## src/rtl/vector_output_drain_pkg.sv

```systemverilog
// Shared types and helpers for the CPU output drain path.
package cpu_out_pkg;

  typedef enum logic {
    IDLE = 1'b0,
    SEND = 1'b1
  } drain_state_t;

  localparam int DEF_VECTOR_SIZE  = 8;
  localparam int DEF_OUTPUT_WIDTH = 8;
  localparam int DEF_FIFO_DEPTH   = 4;
  localparam int DEF_PTR_WIDTH    = 2;
  localparam int DEF_IDX_W        = $clog2(DEF_VECTOR_SIZE);
  localparam int DEF_VEC_BITS     = DEF_VECTOR_SIZE * DEF_OUTPUT_WIDTH;

  // Lane idx of a packed vector; lane 0 lives in the least significant bits.
  function automatic logic [DEF_OUTPUT_WIDTH-1:0] lane_of(
    input logic [DEF_VEC_BITS-1:0] vec,
    input logic [DEF_IDX_W-1:0]    idx
  );
    return vec[idx*DEF_OUTPUT_WIDTH +: DEF_OUTPUT_WIDTH];
  endfunction

endpackage

```

## src/rtl/vector_output_drain_if.sv

```systemverilog
// Bus between the CPU output port / host byte link and the drain block.
// OUT_DROP_COUNTER_EN adds the dropCount status signal.
interface vector_output_drain_if #(
  parameter int VECTOR_SIZE  = 8,
  parameter int OUTPUT_WIDTH = 8,
  parameter int FIFO_DEPTH   = 4,
  parameter int PTR_WIDTH    = 2
);
  logic [VECTOR_SIZE*OUTPUT_WIDTH-1:0] vecIn;
  logic                                vecValid;
  logic [OUTPUT_WIDTH-1:0]             byteOut;
  logic                                byteValid;
  logic                                byteReady;
  logic                                lastByte;
  logic [PTR_WIDTH:0]                  fifoCount;
  logic                                overflow;
  logic                                busy;
`ifdef OUT_DROP_COUNTER_EN
  logic [7:0]                          dropCount;
`endif

  // CPU side and byte sink, as seen from outside the drain
  modport master (
    output vecIn, vecValid, byteReady,
    input  byteOut, byteValid, lastByte, fifoCount, overflow, busy
`ifdef OUT_DROP_COUNTER_EN
    , input dropCount
`endif
  );

  // The drain block itself
  modport slave (
    input  vecIn, vecValid, byteReady,
    output byteOut, byteValid, lastByte, fifoCount, overflow, busy
`ifdef OUT_DROP_COUNTER_EN
    , output dropCount
`endif
  );
endinterface

```

## src/rtl/vector_output_drain_fifo.sv

```systemverilog
// Vector FIFO feeding the lane shifter. A push is accepted while full as
// long as a pop happens on the same edge (the head slot is freed and reused).
module out_vector_fifo
  import cpu_out_pkg::*;
#(
  parameter int WIDTH = DEF_VEC_BITS,
  parameter int DEPTH = DEF_FIFO_DEPTH,
  parameter int PW    = DEF_PTR_WIDTH
) (
  input  logic             clk_i,
  input  logic             rst_ni,
  input  logic             push_i,
  input  logic             pop_i,
  input  logic [WIDTH-1:0] wdata_i,
  output logic [WIDTH-1:0] rdata_o,
  output logic             full_o,
  output logic             empty_o,
  output logic [PW:0]      count_o
);

  logic [WIDTH-1:0] mem_q [DEPTH];
  logic [PW-1:0]    wr_ptr_q, wr_ptr_d;
  logic [PW-1:0]    rd_ptr_q, rd_ptr_d;
  logic [PW:0]      count_q, count_d;
  logic             wr_en, rd_en;

  assign full_o  = (count_q == (PW+1)'(DEPTH));
  assign empty_o = (count_q == '0);
  assign count_o = count_q;
  assign rdata_o = mem_q[rd_ptr_q];

  assign rd_en = pop_i && !empty_o;
  assign wr_en = push_i && (!full_o || rd_en);

  // Pointer and occupancy next-state; pointers wrap naturally (DEPTH = 2**PW)
  always_comb begin
    wr_ptr_d = wr_ptr_q;
    rd_ptr_d = rd_ptr_q;
    count_d  = count_q;
    if (wr_en) wr_ptr_d = wr_ptr_q + PW'(1);
    if (rd_en) rd_ptr_d = rd_ptr_q + PW'(1);
    case ({wr_en, rd_en})
      2'b10:   count_d = count_q + (PW+1)'(1);
      2'b01:   count_d = count_q - (PW+1)'(1);
      default: count_d = count_q;
    endcase
  end

  // Storage array, no reset needed: contents are only read behind count
  always_ff @(posedge clk_i) begin
    if (wr_en) mem_q[wr_ptr_q] <= wdata_i;
  end

  // Pointer/count registers
  always_ff @(posedge clk_i or negedge rst_ni) begin
    if (!rst_ni) begin
      wr_ptr_q <= '0;
      rd_ptr_q <= '0;
      count_q  <= '0;
    end else begin
      wr_ptr_q <= wr_ptr_d;
      rd_ptr_q <= rd_ptr_d;
      count_q  <= count_d;
    end
  end

endmodule

```

## src/rtl/vector_output_drain.sv

```systemverilog
// Receives packed output vectors from the CPU, buffers them, and streams
// them out lane by lane (lane 0 first) over a valid/ready byte link.
// OUT_DROP_COUNTER_EN adds a saturating 8-bit dropped-vector counter.
module vector_output_drain
  import cpu_out_pkg::*;
#(
  parameter int VECTOR_SIZE  = DEF_VECTOR_SIZE,
  parameter int OUTPUT_WIDTH = DEF_OUTPUT_WIDTH,
  parameter int FIFO_DEPTH   = DEF_FIFO_DEPTH,
  parameter int PTR_WIDTH    = DEF_PTR_WIDTH
) (
  input  logic                  clock,
  input  logic                  reset,
  vector_output_drain_if.slave  bus
);

  localparam int VW = VECTOR_SIZE * OUTPUT_WIDTH;
  localparam int IW = $clog2(VECTOR_SIZE);
  localparam logic [IW-1:0] LAST_IDX = IW'(VECTOR_SIZE - 1);

  drain_state_t            state_q, state_d;
  logic [VW-1:0]           shift_q, shift_d;
  logic [IW-1:0]           idx_q, idx_d;
  logic                    overflow_q, overflow_d;
  logic                    pop, push_ok, drop;
  logic                    hs, at_last;
  logic [VW-1:0]           fifo_rdata;
  logic                    fifo_full, fifo_empty;
  logic [PTR_WIDTH:0]      fifo_count;
  logic [OUTPUT_WIDTH-1:0] lane_w;

  assign hs      = (state_q == SEND) && bus.byteReady;
  assign at_last = (idx_q == LAST_IDX);

  // Capture when there is room, or when the head leaves on this same edge
  assign push_ok = bus.vecValid && (!fifo_full || pop);
  assign drop    = bus.vecValid && !push_ok;

  out_vector_fifo #(
    .WIDTH (VW),
    .DEPTH (FIFO_DEPTH),
    .PW    (PTR_WIDTH)
  ) u_fifo (
    .clk_i   (clock),
    .rst_ni  (reset),
    .push_i  (push_ok),
    .pop_i   (pop),
    .wdata_i (bus.vecIn),
    .rdata_o (fifo_rdata),
    .full_o  (fifo_full),
    .empty_o (fifo_empty),
    .count_o (fifo_count)
  );

  generate
    if (VECTOR_SIZE == DEF_VECTOR_SIZE && OUTPUT_WIDTH == DEF_OUTPUT_WIDTH) begin : g_lane_pkg
      assign lane_w = lane_of(shift_q, idx_q);
    end else begin : g_lane_gen
      assign lane_w = shift_q[idx_q*OUTPUT_WIDTH +: OUTPUT_WIDTH];
    end
  endgenerate

  // FSM state register
  always_ff @(posedge clock or negedge reset) begin
    if (!reset) state_q <= IDLE;
    else        state_q <= state_d;
  end

  // FSM next state and pop decision; reloading on the last handshake avoids a bubble
  always_comb begin
    state_d = state_q;
    pop     = 1'b0;
    case (state_q)
      IDLE: begin
        if (!fifo_empty) begin
          pop     = 1'b1;
          state_d = SEND;
        end
      end
      SEND: begin
        if (hs && at_last) begin
          if (!fifo_empty) pop = 1'b1;
          else             state_d = IDLE;
        end
      end
      default: state_d = IDLE;
    endcase
  end

  // FSM outputs; byteOut is forced to zero outside SEND
  always_comb begin
    bus.byteValid = (state_q == SEND);
    bus.byteOut   = (state_q == SEND) ? lane_w : '0;
    bus.lastByte  = (state_q == SEND) && at_last;
    bus.busy      = (state_q == SEND) || !fifo_empty;
    bus.fifoCount = fifo_count;
    bus.overflow  = overflow_q;
  end

  // Shift register / lane index next-state
  always_comb begin
    shift_d    = shift_q;
    idx_d      = idx_q;
    overflow_d = overflow_q | drop;
    if (pop) begin
      shift_d = fifo_rdata;
      idx_d   = '0;
    end else if (hs) begin
      idx_d = at_last ? '0 : idx_q + IW'(1);
    end
  end

  // Datapath registers
  always_ff @(posedge clock or negedge reset) begin
    if (!reset) begin
      shift_q    <= '0;
      idx_q      <= '0;
      overflow_q <= 1'b0;
    end else begin
      shift_q    <= shift_d;
      idx_q      <= idx_d;
      overflow_q <= overflow_d;
    end
  end

`ifdef OUT_DROP_COUNTER_EN
  logic [7:0] drop_cnt_q, drop_cnt_d;

  // Saturating count of dropped vectors
  always_comb begin
    drop_cnt_d = drop_cnt_q;
    if (drop && drop_cnt_q != 8'hFF) drop_cnt_d = drop_cnt_q + 8'd1;
  end

  // Drop counter register
  always_ff @(posedge clock or negedge reset) begin
    if (!reset) drop_cnt_q <= '0;
    else        drop_cnt_q <= drop_cnt_d;
  end

  assign bus.dropCount = drop_cnt_q;
`endif

endmodule

```

## src/flat_wrapper.sv

```systemverilog
// flat-port wrapper written by rule: the top's interface ports become plain ports
module vector_output_drain_flat import cpu_out_pkg::*;
#(
  parameter int VECTOR_SIZE  = DEF_VECTOR_SIZE,
  parameter int OUTPUT_WIDTH = DEF_OUTPUT_WIDTH,
  parameter int FIFO_DEPTH   = DEF_FIFO_DEPTH,
  parameter int PTR_WIDTH    = DEF_PTR_WIDTH
)
  (clock, reset, bus_vecIn, bus_vecValid, bus_byteReady, bus_byteOut, bus_byteValid, bus_lastByte, bus_fifoCount, bus_overflow, bus_busy);
  vector_output_drain_if #(.VECTOR_SIZE(VECTOR_SIZE), .OUTPUT_WIDTH(OUTPUT_WIDTH), .FIFO_DEPTH(FIFO_DEPTH), .PTR_WIDTH(PTR_WIDTH)) bus_i ();
  input  logic clock;
  input  logic reset;
  input wire logic [$bits(bus_i.vecIn)-1:0] bus_vecIn;
  input wire logic [$bits(bus_i.vecValid)-1:0] bus_vecValid;
  input wire logic [$bits(bus_i.byteReady)-1:0] bus_byteReady;
  output wire logic [$bits(bus_i.byteOut)-1:0] bus_byteOut;
  output wire logic [$bits(bus_i.byteValid)-1:0] bus_byteValid;
  output wire logic [$bits(bus_i.lastByte)-1:0] bus_lastByte;
  output wire logic [$bits(bus_i.fifoCount)-1:0] bus_fifoCount;
  output wire logic [$bits(bus_i.overflow)-1:0] bus_overflow;
  output wire logic [$bits(bus_i.busy)-1:0] bus_busy;
  assign bus_i.vecIn = bus_vecIn;
  assign bus_i.vecValid = bus_vecValid;
  assign bus_i.byteReady = bus_byteReady;
  assign bus_byteOut = bus_i.byteOut;
  assign bus_byteValid = bus_i.byteValid;
  assign bus_lastByte = bus_i.lastByte;
  assign bus_fifoCount = bus_i.fifoCount;
  assign bus_overflow = bus_i.overflow;
  assign bus_busy = bus_i.busy;
  vector_output_drain #(.VECTOR_SIZE(VECTOR_SIZE), .OUTPUT_WIDTH(OUTPUT_WIDTH), .FIFO_DEPTH(FIFO_DEPTH), .PTR_WIDTH(PTR_WIDTH)) u_core (.clock(clock), .reset(reset), .bus(bus_i));
endmodule
```

## config.mk

```make
export PLATFORM = sky130hd
export DESIGN_NAME = vector_output_drain_flat
export DESIGN_NICKNAME = d
export VERILOG_FILES = /design/src/rtl/vector_output_drain_pkg.sv /design/src/rtl/vector_output_drain_if.sv /design/src/rtl/vector_output_drain_fifo.sv /design/src/rtl/vector_output_drain.sv /design/src/flat_wrapper.sv
export SDC_FILE = /design/constraint.sdc
export NUM_CORES = 1
export LEC_CHECK = 0
export BUFFER_PORTS_ARGS = -buffer_cell sky130_fd_sc_hd__buf_2
export CAP_MARGIN = 15
export CORE_ASPECT_RATIO = 0.7
export CORE_MARGIN = 4
export CORE_UTILIZATION = 55
export CTS_BUF_LIST = sky130_fd_sc_hd__clkbuf_8 sky130_fd_sc_hd__clkbuf_16
export DETAILED_ROUTE_END_ITERATION = 8
export GPL_ROUTABILITY_DRIVEN = 0
export HOLD_SLACK_MARGIN = 0.08
export MAX_ROUTING_LAYER = met4
export PLACE_DENSITY = 0.73
export SYNTH_ARGS = -nofsm -noshare
export SYNTH_HDL_FRONTEND = slang
export SYNTH_SLANG_ARGS = --single-unit
```

## constraint.sdc

```tcl
create_clock -name clock -period 10 [get_ports clock]
set_input_delay 1.5 -clock clock [delete_from_list [all_inputs] [get_ports clock]]
set_output_delay 1.5 -clock clock [all_outputs]
set_load 0.03 [all_outputs]
```

==> metrics.cfg <==
[sta]
final-setup-viol-count = 0
skew_ns = 0.0149
min_period_over_period = 0.381
grt_setup_unrepaired = no
tightestPinTransition_ns = 1.08
finalSetupTns_ns = 0
layout_min_cycle_time_ns = 3.81
drv_slew = 0
fmaxAchievable_mhz = 262
slew-limit-headroom = 0.282
whs_ns = 0.501
finalHoldViolations = 0

[global_routing]
grtUsageTotal = 0.198
antenna_found_initial = 0
grt_max_degree = 67
grt_pass1_vias = 6135
overflow = 0
grt_pass1_wl_mm = 37.6

[yosys]
ys_top_cells_by_area = edfxtp_1 59%, dfrtp_1 15%, mux4_2 14%
yosysTopAreaCellShare = 0.594
async_flop_share = 0.229
yosysWarnings = 0
synth_fp_nets = 647
synth-seq-cells = 332
synth.cell_area_um2 = 12900
ys_dominant_reg_cell = edfxtp_1
netlist_top_cells_count = 256 x edfxtp_1, 80 x mux4_2, 76 x dfrtp_1
seq_area_frac_synth = 0.741
synth_most_common_cell = edfxtp_1
syn_area_per_cell_um2 = 22.7
synth-edff-count = 256
syn_inst = 571
synth_top_area_cell = edfxtp_1
synthDistinctLibCells = 32

[critical_path]
crit_path_max_fanout = 19
crit_path_start_kind = flip-flop
slowest_delay_ns = 0.88
cp.arrival_ns = 2.31
setup.worst_path.class = reg -> out
crit_chain = mux4_2 -> mux2i_1 -> nor2_1 -> buf_2
cp-end-kind = output port
critical_path_required_ns = 8.50
slowest_stage = dfrtp_1

[routing]
routedWlPerCell_um = 24.5
drt_iter0_markers = 551
vias = 5838
viasPerCell = 5.83
firstDrtPassIters = 5
wl_mm = 24.5
drtAntennaViolNets = 0
drc = 0

[clocking]
clockRootBuffer = clkbuf_16
clkSinkCount = 332
cts_buffers = 30
hold_buffers = 0
clock_path_buffers = 3
cts_setup_buffers = 0
cts_tree = yes
path_clk_slew_ns = 0.06
cts_max_level = 1
cts_resized = 0
insertion_delay_ns = 0.55

[finish]
fin_nets = 743
area_growth_pct = 13.5
diodes = 0
drive_gt1_frac = 0.422
finalInstanceArea_um2 = 14700

[die]
die_area_um2 = 26100
ios = 83
fp-row-count = 46
start_util = 0.565
die_y_um = 136
die_x_um = 191
core-area_um2 = 22900

[min_path]
min_path_type = reg -> reg

[outcome]
run_status = completed

[placement]
io_buffers = 82
placed_area_um2 = 13600
dp_hpwl_mm = 15.4

[job]
maxCapViolCount = 0

[pwr]
power.density_nw_per_um2 = 310
p_leak_nw = 5.31
ir_worst_vdd_mv = 0.212

-- path summary, 6_finish.rpt --
path                                          start                          to  slack (ns)  cells past startpoint
worst max-delay path                u_core.idx_q[2]              bus_byteOut[2]        6.19                      4
worst min-delay path            u_core.bus.overflow         u_core.bus.overflow        0.50                      1
worst max register to register      u_core.idx_q[2]  u_core.u_fifo.mem_q[3][53]        6.36                      5
worst min register to register  u_core.bus.overflow         u_core.bus.overflow        0.50                      1
max in group asynchronous                     reset   u_core.u_fifo.rd_ptr_q[0]        8.07                      2
min in group asynchronous                     reset          u_core.shift_q[57]        0.86                      1
-- per-stage QoR --
step | power [mW] | util | std cells | setup slack (ns)
5_1_grt | 4.77 | 0.642 | 1001 | 6.00
6_report | 4.56 | 0.642 | 1001 | 6.19
3_3_place_gp | 3.36 | 0.596 | 947 | 5.97
3_5_place_dp | 3.41 | 0.596 | 947 | 5.89
4_1_cts | 4.61 | 0.642 | 1001 | 6.17
2_1_floorplan | 3.02 | - | 571 | 6.00
-- cell type report --
type / instances / area [um2]
flip-flops and latches: 332 / 9590
well taps: 312 / 390
clock inverters: 19 / 229
repair buffers: 91 / 480
inverters: 9 / 33.8
fillers: 1512 / 8210
multi-input cells: 203 / 3140
clock buffers: 35 / 831
-- worst max-delay path: cells and delay by family (launching register included) --
kind,cells,cell delay (ns)
DFF,1,0.88
muxes,2,0.58
buffers and inverters,1,0.21
and+or+nand+nor,1,0.09
-- power breakdown --
part,internal [mW],switching [mW]
clock,0.720,0.477
combinational,0.633,0.637
sequential,1.87,0.214
-- cell usage in the layout, fill, tap and decap left out, types with 2 or more instances in the layout --
cell type,count
mux2_2,27
clkinv_2,2
mux2_4,38
buf_2,81
dfrtp_1,74
and2_2,4
mux2i_1,10
xor2_1,4
ha_1,7
xnor2_1,2
clkinv_1,4
edfxtp_1,256
clkinvlp_4,3
buf_4,10
inv_1,13
nor2_1,12
clkbuf_8,4
a31oi_1,2
nand2b_1,3
clkbuf_16,31
mux4_2,80
a21oi_1,2
bufinv_16,5
-- flip-flops by register name (all words and copies together), names as in the netlist --
| name | flops |
|---|---|
| u_core.u_fifo.mem_q | 256 |
| u_core.shift_q | 64 |
| u_core.idx_q | 3 |
| u_core.u_fifo.count_o | 3 |
| u_core.u_fifo.rd_ptr_q | 2 |
| u_core.u_fifo.wr_ptr_q | 2 |
| u_core.bus.byteValid | 1 |
| u_core.bus.overflow | 1 |
-- kinds of logic after synthesis --
| family | after synthesis | synth area share |
|---|---|---|
| DFF | 332 | 0.741 |
| adders and majority gates | 8 | 0.00831 |
| and+or+nand+nor | 25 | 0.0104 |
| xor gates and xnor gates | 6 | 0.00406 |
| buffers and inverters | 36 | 0.0175 |
| muxes | 155 | 0.214 |
| AOI/OAI and AO/OA | 9 | 0.00473 |
-- metal layers --
layer	vias to the layer above	part of all wire	track usage
met4	0	0.020	0.0419
li1	2516	-	-
met3	39	0.058	0.0321
met2	176	0.46	0.293
met1	3107	0.46	0.300
met5	-	0	-
No activity file was read; power rests on OpenSTA's default activity.
